===== config.mk =====
export PLATFORM = sky130hd
export DESIGN_NAME = ita_input_streamer_flat
export DESIGN_NICKNAME = d
export VERILOG_FILES = /design/src/rtl/ita_input_streamer_pkg.sv /design/src/rtl/ita_input_streamer_if.sv /design/src/rtl/ita_row_assembler.sv /design/src/rtl/ita_input_streamer.sv /design/src/flat_wrapper.sv
export SDC_FILE = /design/constraint.sdc
export NUM_CORES = 2
export LEC_CHECK = 0
export ABC_AREA = 1
export CAP_MARGIN = 25
export CORE_MARGIN = 2
export CORE_UTILIZATION = 42
export CTS_CLUSTER_DIAMETER = 100
export DETAILED_ROUTE_END_ITERATION = 8
export HOLD_SLACK_MARGIN = 0.02
export SETUP_SLACK_MARGIN = 0.3
export SLEW_MARGIN = 10
export SYNTH_ARGS = -nofsm -noshare
export SYNTH_HDL_FRONTEND = slang
export SYNTH_SLANG_ARGS = --single-unit

===== constraint.sdc =====
create_clock -name clk_i -period 4 [get_ports clk_i]
set_input_delay 0.4 -clock clk_i [delete_from_list [all_inputs] [get_ports clk_i]]
set_output_delay 0.4 -clock clk_i [all_outputs]
set_load 0.1 [all_outputs]

===== src/rtl/ita_input_streamer_pkg.sv =====
// Shared types for the ITA input streamer: geometry, stream beat, write port and FSM states.
package ita_input_streamer_pkg;

    localparam int unsigned N  = 16;  // bytes per input stream beat
    localparam int unsigned E  = 64;  // embedding bytes per row
    localparam int unsigned S  = 64;  // maximum sequence length
    localparam int unsigned WI = 8;   // bits per activation byte

    localparam int unsigned InputAddrWidth  = $clog2(S);
    localparam int unsigned StreamBeatBytes = N;

    typedef logic [StreamBeatBytes*WI-1:0] stream_data_t;
    typedef logic [$clog2(S+1)-1:0]        seq_length_t;
    typedef logic [$clog2(E+1)-1:0]        embed_size_t;
    typedef logic [E*WI-1:0]               row_data_t;
    typedef logic [InputAddrWidth-1:0]     input_addr_t;

    typedef struct packed {
        input_addr_t addr;
        row_data_t   data;
    } write_port_t;

    typedef enum logic [1:0] {SIdle, SFill, SDrain, SFin} streamer_state_e;

    function automatic int unsigned ceil_div(input int unsigned a, input int unsigned b);
        return (a + b - 1) / b;
    endfunction

endpackage


===== src/rtl/ita_input_streamer_if.sv =====
// Byte-stream input and row write-port output of the streamer; slave = streamer, master = host/sink.
interface ita_input_streamer_if #(
    parameter int unsigned BeatBytes = ita_input_streamer_pkg::StreamBeatBytes
);
    import ita_input_streamer_pkg::*;

    logic                      in_valid_i;
    logic                      in_ready_o;
    logic [BeatBytes*WI-1:0]   in_data_i;
    logic                      out_valid_o;
    logic                      out_ready_i;
    write_port_t               out_port_o;

    modport slave (
        input  in_valid_i, in_data_i, out_ready_i,
        output in_ready_o, out_valid_o, out_port_o
    );

    modport master (
        output in_valid_i, in_data_i, out_ready_i,
        input  in_ready_o, out_valid_o, out_port_o
    );

endinterface


===== src/rtl/ita_row_assembler.sv =====
// Collects BeatBytes-wide beats into one E-byte row; bytes at or beyond embed_size read as zero.
module ita_row_assembler
    import ita_input_streamer_pkg::*;
#(
    parameter  int unsigned BeatBytes    = StreamBeatBytes,
    localparam int unsigned RowBeats     = E / BeatBytes,
    localparam int unsigned BeatCntWidth = (RowBeats > 1) ? $clog2(RowBeats) : 1,
    localparam int unsigned BprWidth     = $clog2(RowBeats + 1)
) (
    input  logic                    clk_i,
    input  logic                    rst_ni,
    input  logic                    clear_i,
    input  logic                    beat_valid_i,
    input  logic [BeatBytes*WI-1:0] beat_data_i,
    input  embed_size_t             embed_size_i,
    input  logic [BprWidth-1:0]     bpr_i,
    output logic                    last_beat_o,
    output row_data_t               row_o
);

    localparam int unsigned BeatWidth = BeatBytes * WI;

    logic [BeatCntWidth-1:0] beat_cnt_q;
    row_data_t               row_q;

    assign last_beat_o = (BprWidth'(beat_cnt_q) + BprWidth'(1)) == bpr_i;

    always_ff @(posedge clk_i) begin
        if (!rst_ni) begin
            beat_cnt_q <= '0;
            // NOTE: the row buffer is cleared on reset so no bytes of an aborted row can leak into the next transfer.
            row_q      <= '0;
        end else if (clear_i) begin
            beat_cnt_q <= '0;
        end else if (beat_valid_i) begin
            // NOTE: non-blocking assignments keep every register update tied to the edge, independent of statement order.
            for (int b = 0; b < int'(RowBeats); b++) begin
                if (beat_cnt_q == BeatCntWidth'(b)) row_q[b*BeatWidth +: BeatWidth] <= beat_data_i;
            end
            beat_cnt_q <= last_beat_o ? '0 : beat_cnt_q + BeatCntWidth'(1);
        end
    end

    // The beat arriving this cycle is overlaid so the final beat completes the row without a bubble.
    always_comb begin
        // NOTE: row_o is given a full default before any conditional write, so no latch can be inferred.
        row_o = row_q;
        for (int b = 0; b < int'(RowBeats); b++) begin
            if (beat_valid_i && beat_cnt_q == BeatCntWidth'(b)) row_o[b*BeatWidth +: BeatWidth] = beat_data_i;
        end
        for (int i = 0; i < int'(E); i++) begin
            if (i >= int'(embed_size_i)) row_o[i*WI +: WI] = '0;
        end
    end

endmodule


===== src/rtl/ita_input_streamer.sv =====
// Streams activation beats into E-byte rows and writes them to the ITA input buffer, one row per address.
// Optional in_last_i framing check with sticky err_o when ITA_INPUT_STREAMER_LAST_CHECK_EN is defined.
module ita_input_streamer
    import ita_input_streamer_pkg::*;
#(
    parameter int unsigned BeatBytes = N
) (
    input  logic                  clk_i,
    input  logic                  rst_ni,
    input  logic                  start_i,
    input  seq_length_t           seq_length_i,
    input  embed_size_t           embed_size_i,
`ifdef ITA_INPUT_STREAMER_LAST_CHECK_EN
    input  logic                  in_last_i,
    output logic                  err_o,
`endif
    output logic                  busy_o,
    output logic                  done_o,
    ita_input_streamer_if.slave   bus
);

    localparam int unsigned RowBeats = E / BeatBytes;
    localparam int unsigned BprWidth = $clog2(RowBeats + 1);

    if (E % BeatBytes != 0) begin : g_bad_beat_bytes
        $error("BeatBytes must divide E");
    end

    streamer_state_e     state_q, state_d;
    seq_length_t         seq_len_q;
    embed_size_t         embed_q;
    logic [BprWidth-1:0] bpr_q;
    seq_length_t         row_cnt_q;
    logic                out_valid_q;
    write_port_t         out_port_q;

    logic      in_ready, in_fire, out_fire, start_ok;
    logic      last_beat, row_done, last_row;
    row_data_t row;

    // Stall only the row-completing beat, and only when the output register cannot drain this cycle.
    assign in_ready = (state_q == SFill) && !(last_beat && out_valid_q && !bus.out_ready_i);
    assign in_fire  = bus.in_valid_i && in_ready;
    assign out_fire = out_valid_q && bus.out_ready_i;
    assign start_ok = start_i && (state_q == SIdle);
    assign row_done = in_fire && last_beat;
    assign last_row = row_cnt_q == seq_len_q - seq_length_t'(1);
    assign busy_o   = (state_q == SFill) || (state_q == SDrain);

    assign bus.in_ready_o  = in_ready;
    assign bus.out_valid_o = out_valid_q;
    assign bus.out_port_o  = out_port_q;

    ita_row_assembler #(.BeatBytes(BeatBytes)) u_row_assembler (
        .clk_i        (clk_i),
        .rst_ni       (rst_ni),
        .clear_i      (start_ok),
        .beat_valid_i (in_fire),
        .beat_data_i  (bus.in_data_i),
        .embed_size_i (embed_q),
        .bpr_i        (bpr_q),
        .last_beat_o  (last_beat),
        .row_o        (row)
    );

    always_comb begin
        state_d = state_q;
        done_o  = 1'b0;
        unique case (state_q)
            SIdle:   if (start_i) state_d = (seq_length_i == '0 || embed_size_i == '0) ? SFin : SFill;
            SFill:   if (row_done && last_row) state_d = SDrain;
            SDrain:  if (out_fire) state_d = SFin;
            SFin: begin
                done_o  = 1'b1;
                state_d = SIdle;
            end
            default: state_d = SIdle;
        endcase
    end

    always_ff @(posedge clk_i) begin
        if (!rst_ni) begin
            state_q     <= SIdle;
            seq_len_q   <= '0;
            embed_q     <= '0;
            bpr_q       <= '0;
            row_cnt_q   <= '0;
            out_valid_q <= 1'b0;
            out_port_q  <= '0;
        end else begin
            state_q <= state_d;
            if (start_ok) begin
                seq_len_q <= seq_length_i;
                embed_q   <= embed_size_i;
                bpr_q     <= BprWidth'(ceil_div(32'(embed_size_i), BeatBytes));
                row_cnt_q <= '0;
            end
            // A completed row may overwrite the register in the same cycle its predecessor is accepted.
            if (row_done) begin
                out_port_q.addr <= row_cnt_q[InputAddrWidth-1:0];
                out_port_q.data <= row;
                out_valid_q     <= 1'b1;
                row_cnt_q       <= row_cnt_q + seq_length_t'(1);
            end else if (out_fire) begin
                out_valid_q <= 1'b0;
            end
        end
    end

`ifdef ITA_INPUT_STREAMER_LAST_CHECK_EN
    logic err_q;

    always_ff @(posedge clk_i) begin
        if (!rst_ni) begin
            err_q <= 1'b0;
        end else if (start_ok) begin
            err_q <= 1'b0;
        end else if (in_fire && (in_last_i != (last_beat && last_row))) begin
            err_q <= 1'b1;
        end
    end

    assign err_o = err_q;
`endif

endmodule

===== src/flat_wrapper.sv =====
// flat-port wrapper written by rule: the top's interface ports become plain ports
module ita_input_streamer_flat import ita_input_streamer_pkg::*;
#(
    parameter int unsigned BeatBytes = N
)
  (clk_i, rst_ni, start_i, seq_length_i, embed_size_i, busy_o, done_o, bus_in_valid_i, bus_in_data_i, bus_out_ready_i, bus_in_ready_o, bus_out_valid_o, bus_out_port_o);
  ita_input_streamer_if #(.BeatBytes(BeatBytes)) bus_i ();
  input  logic clk_i;
  input  logic rst_ni;
  input  logic start_i;
  input  seq_length_t seq_length_i;
  input  embed_size_t embed_size_i;
  output logic busy_o;
  output logic done_o;
  input wire logic [$bits(bus_i.in_valid_i)-1:0] bus_in_valid_i;
  input wire logic [$bits(bus_i.in_data_i)-1:0] bus_in_data_i;
  input wire logic [$bits(bus_i.out_ready_i)-1:0] bus_out_ready_i;
  output wire logic [$bits(bus_i.in_ready_o)-1:0] bus_in_ready_o;
  output wire logic [$bits(bus_i.out_valid_o)-1:0] bus_out_valid_o;
  output wire logic [$bits(bus_i.out_port_o)-1:0] bus_out_port_o;
  assign bus_i.in_valid_i = bus_in_valid_i;
  assign bus_i.in_data_i = bus_in_data_i;
  assign bus_i.out_ready_i = bus_out_ready_i;
  assign bus_in_ready_o = bus_i.in_ready_o;
  assign bus_out_valid_o = bus_i.out_valid_o;
  assign bus_out_port_o = bus_i.out_port_o;
  ita_input_streamer #(.BeatBytes(BeatBytes)) u_core (.clk_i(clk_i), .rst_ni(rst_ni), .start_i(start_i), .seq_length_i(seq_length_i), .embed_size_i(embed_size_i), .busy_o(busy_o), .done_o(done_o), .bus(bus_i));
endmodule

==> flow_metrics.tcl <==
set metrics [dict create \
    status "complete, no violations" \
    rrSetupSlack_ps 820 \
    clock-sinks 1059 \
    peakVddDrop_mv 0.301 \
    routed-via-count 43700 \
    fin_crit_ps 3180 \
    layout.cells.most_common "nand2_1" \
    totalWireLength_microns 167000 \
    hold_violations 0 \
    drt_iter0_markers 4013 \
    yosysSeqAreaShare_pct 48.1 \
    core_sq_um 104000 \
    syn_area_sq_um 44100 \
    drc_errors 0 \
    tns_ps 0 \
    cts_tree "done" \
    synth_seq_cells 1059 \
    die_w_microns 328 \
    hold_buffers 0 \
    hpwl_microns 104000 \
    syn_to_final_growth_pct 27.1 \
    post-route-period-util_pct 79.5 \
    grt_pass1_vias 40500 \
    whs_path_depth 3 \
    p_sw_share_pct 28.9 \
    power.switching_uw 7300 \
    io_pins 669 \
    synth_nets 6408 \
    grt_max_degree 161 \
    fp.dieH_microns 328 \
    seqPwrFrac_pct 43.5 \
    wire_per_inst_microns 20.5 \
    synth_cell_types 42 \
    relSlewSlack_pct 24.7 \
    synth_area_per_cell_sq_um 7.05 \
    async_flop_share_pct 0 \
    cp.required_ps 4640 \
    setup_viol 0 \
    ant_nets 0 \
    holdWs_ps 235 \
    portBuffers 668 \
    crit_path_max_fanout 19 \
    dieArea_sq_um 108000 \
    drv_slew 0 \
    clkPwrFrac_pct 42.4 \
    overflow 0 \
    final_cell_mix "nand2_1 (2113), dfxtp_1 (1059), a21oi_1 (936)" \
    crit_path_start_kind "register" \
    yosys_warnings 0 \
    numCtsBuffers 116 \
    grt_pass1_wl_microns 251000 \
    synth_edf_count 0 \
    p_leak_uw 0.0203 \
    post_cts.repair.setup_buffers 0 \
    rsz0062_at_grt "false" \
    clkLatencyLatePin_ps 710 \
    worst_pin_slew_ps 1130 \
    clkTransAtPathRegs_ps 60 \
    htreeDepth 3 \
    synth-main-ff-cell "dfxtp_1" \
    max-cap-violations 0 \
    worst_ep_arrival_time_ps 3810 \
    grt_usage_pct 29.9 \
    reg2reg_depth 14 \
    p_per_area_nw_per_um2 452 \
    crit_type "reg -> reg" \
    cts_root_buf "clkbuf_16" \
    firstDrtPassIters 7 \
    crit_path_end_kind "register" \
    fin_skew_ps 23.3 \
    antenna_found_initial 27 \
    min_path_type "in -> reg" \
    internal_power_uw 18000 \
    ctsLongestPathBuffers 3 \
    postSynthCellCount 6250 \
    drive_gt1_share_pct 5.29 \
    num_rows 118 \
    finalNetCount 6836 \
    initial_utilization_pct 42.5 \
    pwr-share-comb_pct 14.1 \
    viasPerCell 5.35 \
    gp_congestion 0.862 \
    cts_resized 0 \
    fmax_mhz 315 \
]
[final cells by class]
type | count | area (sq um)
Antenna cell | 22 | 55.1
Clock buffer | 185 | 3570
Clock inverter | 27 | 253
Fill cell | 10200 | 47800
Inverter | 361 | 1390
Multi-Input combinational cell | 4388 | 19700
Sequential cell | 1059 | 21200
Tap cell | 1380 | 1730
Timing Repair Buffer | 752 | 8180
[registers in the layout, indices dropped and copies added, names as in the netlist]
name and flops:
u_core.bus.out_port_o 518, u_core.state_q 2, u_core.u_row_assembler.row_q 512, u_core.bpr_q 3
u_core.seq_len_q 7, u_core.u_row_assembler.beat_cnt_q 2, u_core.row_cnt_q 7, u_core.embed_q 7
u_core.bus.out_valid_o 1
[synthesized netlist by cell type, types with 2 or more instances]
cell type  number  area share (%)
nand4_1         6           0.085
nor2_1        176             1.5
ha_1           11            0.31
nor2_2         12            0.17
dfxtp_1      1059              48
nor2_8          4            0.18
nor4_1          2           0.028
o22ai_1         7           0.099
nor3_1          5           0.057
xor2_1          4           0.079
o21ai_1        28            0.32
a21oi_2        24            0.48
nand2_4         3           0.077
o32ai_1         3           0.060
nand2_1      2115              18
nand2_2         3           0.043
a211oi_2        2           0.057
a21oi_4         3            0.11
buf_4          13            0.22
inv_1         348             3.0
o21ai_0       485             5.5
clkbuf_1      245             2.1
nand3_1       534             6.1
inv_2          10           0.085
buf_2         168             1.9
a31oi_1         3           0.043
nand4_2         2           0.057
buf_1          15            0.13
a21oi_1       936              11
inv_4           2           0.028
nor2_4         11            0.28
[worst paths after layout]
check / startpoint / end
max: u_core.u_row_assembler.beat_cnt_q[0] / u_core.bus.out_port_o[235]
min: rst_ni / u_core.u_row_assembler.row_q[99]
max reg2reg: u_core.u_row_assembler.beat_cnt_q[0] / u_core.bus.out_port_o[235]
min reg2reg: u_core.u_row_assembler.row_q[40] / u_core.u_row_assembler.row_q[40]
[per-layer routing]
layer	share of wire, %	routed length (microns)	GRT usage, %
met5	0.057	96	0
met3	7.6	12700	5.60
met4	3.8	6310	13.1
met2	46	77400	47.9
met1	42	70700	39.1
[power by group through the flow]
stage | clock [uW] | sequential [uW] | combinational (uW)
after global placement | 0 | 11200 | 3480
after CTS | 10900 | 11000 | 3520
after detailed placement | 0 | 11200 | 3510
after floorplan | 0 | 11300 | 2230
after global routing | 11300 | 11000 | 3880
final | 10700 | 11000 | 3560
[kinds of logic (layout without fill, tap and decap cells)]
| family | Yosys count | in the layout | synth area share [%] |
|---|---|---|---|
| AO/OA/AOI/OAI | 1494 | 1494 | 17.4 |
| XOR/XNOR | 5 | 5 | 0.0993 |
| adder cells (fa/ha/maj) | 11 | 11 | 0.312 |
| buffers and inverters | 803 | 1325 | 7.46 |
| flip-flops | 1059 | 1059 | 48.1 |
| other | 0 | 22 | 0 |
| AND/OR/NAND/NOR | 2878 | 2878 | 26.7 |
[worst max-delay path, stage by stage, from the launching register on]
cell and delay [ps]:
dfxtp_1 420, inv_2 70, ha_1 310, inv_1 90, nand2_1 60, nand2_1 50, nand2_1 80, nor2_4 140
nand4_1 180, buf_4 280, clkinv_4 170, o21ai_4 160, nor2_1 780, nand2_1 130, a21oi_1 160
[stage by stage]
stage | setup WS, ps | total power, uW | std cells | utilization [%] | instance area (sq um)
global route | 586 | 26200 | 8167 | 54.0 | 56000
detailed placement | 874 | 14800 | 7935 | 50.1 | 52000
CTS | 825 | 25400 | 8147 | 53.8 | 55800
global placement | 868 | 14700 | 7917 | 49.6 | 51500
finish | 821 | 25300 | 8174 | 54.0 | 56000
floorplan | 1720 | 13500 | 6250 | - | 44100
Note: power is estimated with default switching activity, not from simulation.
